### config.mk
export PLATFORM = sky130hd
export DESIGN_NAME = seq_lfsr
export DESIGN_NICKNAME = d
export VERILOG_FILES = /design/src/rtl/seq_pkg.sv /design/src/rtl/seq_lfsr.sv
export SDC_FILE = /design/constraint.sdc
export NUM_CORES = 1
export LEC_CHECK = 0
export CAP_MARGIN = 20
export CORE_AREA = 2 2 39 41
export CTS_CLUSTER_SIZE = 20
export DETAILED_ROUTE_END_ITERATION = 10
export DIE_AREA = 0 0 41 43
export SYNTH_ARGS = -nofsm -noshare
export SYNTH_HDL_FRONTEND = slang
export SYNTH_SLANG_ARGS = --single-unit
### constraint.sdc
create_clock -name clk -period 1.22 [get_ports clk]
set_input_delay 0.183 -clock clk [delete_from_list [all_inputs] [get_ports clk]]
set_output_delay 0.183 -clock clk [all_outputs]
set_load 0.05 [all_outputs]
### src/rtl/seq_pkg.sv
// Shared types and constants for the sequence stage: FSM states, one-cold digits, LFSR setup.
// Latency: n/a (declarations and pure combinational helpers only).
// Backpressure: n/a.
package seq_pkg;

  typedef enum logic [2:0] {
    IDLE    = 3'd0,
    GEN     = 3'd1,
    SHOW    = 3'd2,
    COLLECT = 3'd3,
    DONE    = 3'd4
  } state_t;

  // One-cold digit encodings as shown on the seven-segment select lines
  localparam logic [3:0] DIG0 = 4'b1110;
  localparam logic [3:0] DIG1 = 4'b1101;
  localparam logic [3:0] DIG2 = 4'b1011;
  localparam logic [3:0] DIG3 = 4'b0111;

  // Fibonacci LFSR: taps 16,14,13,11 -> state bits 15,13,12,10
  localparam logic [15:0] LFSR_SEED = 16'hACE1;
  localparam logic [15:0] LFSR_TAPS = 16'hB400;

  localparam logic [7:0] STAGE_CODE_DEF = 8'h10;

  // Map one random bit pair onto a one-cold digit
  function automatic logic [3:0] pair_to_digit(input logic [1:0] pair);
    case (pair)
      2'b00:   return DIG0;
      2'b01:   return DIG1;
      2'b10:   return DIG2;
      default: return DIG3;
    endcase
  endfunction

  // Build the four-digit code; bits [7:6] become the leftmost nibble
  function automatic logic [15:0] build_code(input logic [7:0] draw);
    return {pair_to_digit(draw[7:6]), pair_to_digit(draw[5:4]),
            pair_to_digit(draw[3:2]), pair_to_digit(draw[1:0])};
  endfunction

  // Select the nibble for a digit index (0 = leftmost)
  function automatic logic [3:0] code_nibble(input logic [15:0] code, input logic [1:0] idx);
    case (idx)
      2'd0:    return code[15:12];
      2'd1:    return code[11:8];
      2'd2:    return code[7:4];
      default: return code[3:0];
    endcase
  endfunction

endpackage

### src/rtl/seq_lfsr.sv
// Free-running 16-bit Fibonacci LFSR; exposes the low byte used to draw a code.
// Latency: advances once per clock; reset loads the seed on the next edge.
// Backpressure: none, never stalls.
module seq_lfsr
  import seq_pkg::*;
(
  input  logic       clk,
  input  logic       reset,
  output logic [7:0] draw
);

  logic [15:0] lfsr;

  // Shift left, feeding back the XOR of the tapped bits into bit 0
  always_ff @(posedge clk) begin
    if (reset) begin
      lfsr <= LFSR_SEED;
    end else begin
      lfsr <= {lfsr[14:0], ^(lfsr & LFSR_TAPS)};
    end
  end

  assign draw = lfsr[7:0];

endmodule

==> results of run 1 <==
-- cell usage in the layout (no fill, tap or decap) --
cell type and instances:
buf_4 1, buf_12 8, dfxtp_1 16, clkbuf_8 1, clkdlybuf4s50_1 1, or2_1 7, xor2_1 2, nand2b_1 1
xnor2_1 1, clkbuf_4 3, nor2b_1 8
-- how the worst min path moves through the flow --
stage | start | cells after the start | end
after floorplan | reset | 1 | lfsr[14]
after global placement | lfsr[9] | 1 | lfsr[10]
after detailed placement | lfsr[14] | 1 | lfsr[15]
after CTS | lfsr[14] | 1 | lfsr[15]
after global routing | lfsr[14] | 1 | lfsr[15]
final | lfsr[14] | 1 | lfsr[15]
-- routing by layer --
metal  up-vias  global-route usage
met1       119              0.1472
met2         5              0.1688
met5         -                   0
li1        132                   -
met3         2             0.06283
met4         0              0.1200
-- per-stage QoR --
stage / worst slack, ns / utilization
global route: 0.1345 / 0.4919
detailed placement: 0.1117 / 0.4656
finish: 0.1943 / 0.4919
global placement: 0.1108 / 0.4656
CTS: 0.1654 / 0.4919
floorplan: 0.4440 / -
-- Yosys cell counts --
master / number / share of area
xnor2_1: 1 / 0.017
nand2b_1: 1 / 0.012
xor2_1: 2 / 0.034
nor2b_1: 8 / 0.097
or2_1: 7 / 0.085
buf_4: 9 / 0.13
dfxtp_1: 16 / 0.62
-- report_power, final --
part           internal, mW  switching [mW]  leakage (nW)
combinational         0.104          0.0979         0.126
clock                 0.181           0.155        0.0210
sequential            0.560          0.0274         0.133
total                 0.845           0.281         0.280
-- cell families (layout without fill, tap and decap cells) --
logic type / Yosys count / after routing / synth area share
buf+inv: 9 / 14 / 0.1314
flops: 16 / 16 / 0.6229
xor+xnor: 3 / 3 / 0.05110
simple gates: 16 / 16 / 0.1947
-- layout make-up --
| type | instances | area [um^2] |
|---|---|---|
| multi-input combinational | 19 | 126.4 |
| tap | 16 | 20.02 |
| clock buffer | 4 | 36.28 |
| fill | 134 | 703.2 |
| sequential | 16 | 320.3 |
| timing repair buffer | 10 | 177.7 |
==> results.yml, run 1 <==
global_routing:
  grt_max_degree: 17
  track_usage: 0.1301
  overflow: 0
  grt_antenna_before_repair: 0
  grt_pass1_vias: 302
  grt_pass1_wl_um: 1359
timing:
  final.setup.tns_ns: 0
  worst_pin_slew_ns: 0.1676
  fin_crit_sh: 0.8407
  finalClockSkew_ns: 0.004775
  max_slew_margin: 0.8879
  slew_violations: 0
  hold_violations: 0
  hold_slack_ns: 0.4042
  min_period_ns: 1.026
  setup_viol: 0
  rsz0062_at_grt: "false"
  max_freq_mhz: 974.9
layout:
  regMostFlops: "lfsr"
  nets: 52
  top_regs: "lfsr x16"
  drive_above_1_share: 0.2653
  area_delta_synth_final_pct: 32.36
  final_area_um2: 680.7
  final_cells: 65
  largest_register_ffs: 16
  antenna_cells: 0
clock_tree:
  clk_latency_ns: 0.28
  clkSinkCount: 16
  h-tree-depth: 1
  cts.clk_slew.worst_paths_ns: 0.09
  cts_tree: "done"
  ctsHoldBuffers: 0
  cts_buffers: 3
  postCtsSetupRepairBufs: 0
  clock_path_buffers: 2
  cts_resized: 0
  root_buffer: "clkbuf_4"
worst_setup_path:
  r2r_start: "lfsr[13]"
  cp_slowest_cell: "dfxtp_1"
  cp_top_family: "flip-flops"
  worst-r2r-cell-count: 3
  regToRegSetupSlack_ns: 0.36
  start_kind: "flip-flop"
  crit_buf_inv: 1
  required_ns: 1.04
  cp-endpoint: "draw[2]"
  cp_num_cells: 1
  critPathKind: "flip-flop to primary output"
  path_cells: "buf_12"
  end_kind: "primary output"
  critPathMaxFanout: 2
  cp.arrival_ns: 0.84
  cp-startpoint: "lfsr[2]"
  r2r-end: "lfsr[0]"
  critPathMaxStageDelay_ns: 0.40
logic_synthesis:
  synth_fp_nets: 46
  syn_avg_cell_area_um2: 11.69
  ys_types: 7
  synth.yosys.warnings: 0
  ys_seq_area_frac: 0.6229
  synth-seq-cells: 16
  syn-instance-count: 44
  synth_area_um2: 514.2
route:
  drc_errors: 0
  first_iter_violations: 0
  firstDrtPassIters: 1
  met3_wirelength_um: 24
  route.vias.total: 258
  met1_length_um: 324
  postRouteAntennaNets: 0
  routed_wl_um: 717
  wl_met2_um: 348
  wl_per_cell_um: 11.03
  viasPerCell: 3.969
  top_layer_used: "met4"
placement:
  dpl.hpwl_um: 505.9
  place_inst: 61
  routabilityCongestion: 0.6035
  port_buffers: 9
  post_dp_cell_area_um2: 644.4
die:
  die-width_um: 41
  core-area_um2: 1384
  std_cell_rows: 14
  start_util: 0.3716
  die_h_um: 43
  io_pins: 10
  dieArea_um2: 1763
pwr:
  p_per_area_nw_per_um2: 1654
  leakage_nw: 0.2804
  ir_drop_v: 0.0006673
  total_power_mw: 1.126
status:
  outcome: "complete, no violations"
hold_path:
  hold_path.class: "flip-flop to flip-flop"
job:
  max_cap_viol_count: 0
(Power assumes the default switching activity.)
==> inputs of run 2 (changes only) <==
Clock period 1.22 ns to 1 ns, I/O delays scaled along.
==> run 2 against run 1 <==
  * Highest routed layer unchanged
  * First-iteration DRC count grew 5
  * Largest cell class unchanged
  * Utilization grew 1.2 points
  * Total power grew 23%
  * Via count shrank 1.6%
  * Sequential share of layout area grew 0.16 points
==> results.yml, run 2 (same netlist as run 1, synthesis figures left out) <==
worst_setup_path:
  critPathMaxFanout: 2
  cp_slowest_cell: "dfxtp_1"
  crit_buf_inv: 1
  cp.arrival_ns: 0.81
  critPathKind: "flip-flop to primary output"
  r2r-end: "lfsr[0]"
  cp_top_family: "flip-flops"
  path_cells: "buf_12"
  end_kind: "primary output"
  start_kind: "flip-flop"
  required_ns: 0.85
  r2r_start: "lfsr[13]"
  critPathMaxStageDelay_ns: 0.39
  regToRegSetupSlack_ns: 0.15
  worst-r2r-cell-count: 3
clock_tree:
  postCtsSetupRepairBufs: 0
  cts_buffers: 3
  cts.clk_slew.worst_paths_ns: 0.09
  clock_path_buffers: 2
  clk_latency_ns: 0.28
  clkSinkCount: 16
  root_buffer: "clkbuf_4"
  h-tree-depth: 1
  cts_tree: "done"
route:
  wl_per_cell_um: 9.773
  firstDrtPassIters: 2
  first_iter_violations: 5
  route.vias.total: 254
  viasPerCell: 3.848
  routed_wl_um: 645
  drc_errors: 0
  postRouteAntennaNets: 0
timing:
  setup_viol: 0
  slew_violations: 0
  hold_violations: 0
  hold_slack_ns: 0.4139
  fin_crit_sh: 0.9621
  max_slew_margin: 0.8925
  finalClockSkew_ns: 0.0009460
  worst_pin_slew_ns: 0.1607
  rsz0062_at_grt: "false"
  max_freq_mhz: 1039
  fin_ws_ns: 0.03794
  min_period_ns: 0.9621
global_routing:
  grt_antenna_before_repair: 0
  grt_pass1_vias: 261
  track_usage: 0.1135
  grt_max_degree: 12
  overflow: 0
  grt_pass1_wl_um: 1207
layout:
  final_cell_mix: "dfxtp_1, nor2b_1, buf_12"
  nets: 53
  top_regs: "lfsr x16"
  mostFrequentLayoutCell: "dfxtp_1"
  antenna_cells: 0
  drive_above_1_share: 0.4200
  regMostFlops: "lfsr"
  area_delta_synth_final_pct: 35.52
  largest_register_ffs: 16
pwr:
  ir_drop_v: 0.001064
  leakage_nw: 0.2859
  p_per_area_nw_per_um2: 1986
hold_path:
  hold_path.class: "flip-flop to flip-flop"
  worstHoldPathCells: 1
  hp-start: "lfsr[14]"
  whs_endpoint: "lfsr[15]"
job:
  max_cap_viol_count: 0
die:
  core-area_um2: 1384
  die-width_um: 41
  std_cell_rows: 14
  die_h_um: 43
  start_util: 0.3716
  dieArea_um2: 1763
  io_pins: 10
placement:
  routabilityCongestion: 0.6259
  port_buffers: 9
  post-place-ws_ns: -0.08375
status:
  outcome: "complete, no violations"
==> run 2: changes by cell type in the layout (fill, tap and decap cells not counted), sizes merged <==
| cell | change |
|---|---|
| buf | +1 |
==> run 2: power breakdown <==
group | total (mW) | internal (mW) | leakage, nW | switching, mW
registers | 0.721 | 0.688 | 0.134 | 0.0324
logic | 0.250 | 0.130 | 0.131 | 0.120
clock network | 0.414 | 0.221 | 0.0210 | 0.192
==> run 2: final cells by class <==
| class | instances | area, um^2 |
|---|---|---|
| flip-flops and latches | 16 | 329.1 |
| repair buffers | 11 | 185.2 |
| well taps | 16 | 20.02 |
| fillers | 126 | 686.9 |
| clock buffers | 4 | 36.28 |
| multi-input cells | 19 | 126.4 |
==> run 2: worst register-to-register path, stage by stage, from the launching register on <==
cell and delay [ns]:
dfxtp_1 0.36, xor2_1 0.18, xnor2_1 0.15, nand2b_1 0.07
==> run 2: metrics by stage <==
step,cell area [um^2],std cells,TNS (ns),util,power (mW)
5_1_grt,696.9,66,0,0.5036,1.465
6_report,696.9,66,0,0.5036,1.384
3_5_place_dp,651.9,62,-0.4609,0.4711,0.9817
3_3_place_gp,651.9,62,-0.4418,0.4711,0.9809
2_1_floorplan,514.2,44,0,-,0.8832
4_1_cts,688.2,66,0,0.4973,1.391
==> run 2: worst max path at each step <==
stage | slack (ns) | depth (start not counted) | from | endpoint
global placement | -0.07 | 3 | reset | lfsr[10]
floorplan | 0.22 | 3 | lfsr[12] | lfsr[0]
detailed placement | -0.08 | 3 | reset | lfsr[15]
finish | 0.04 | 1 | lfsr[6] | draw[6]
CTS | 0.02 | 1 | lfsr[5] | draw[5]
global route | 0.001 | 1 | lfsr[6] | draw[6]
==> run 2: routing by layer <==
metal	vias up	wire length (um)	global-route usage
met2	5	272	0.1313
met3	2	22	0.08377
met4	0	19	0.1000
li1	136	-	-
met1	111	330	0.1291
met5	-	0	0
==> run 2: timing repair <==
action / CTS / global route
hold buffers: 0 / 0
setup endpoints to repair: 0 / 7
resized for setup: 0 / 7
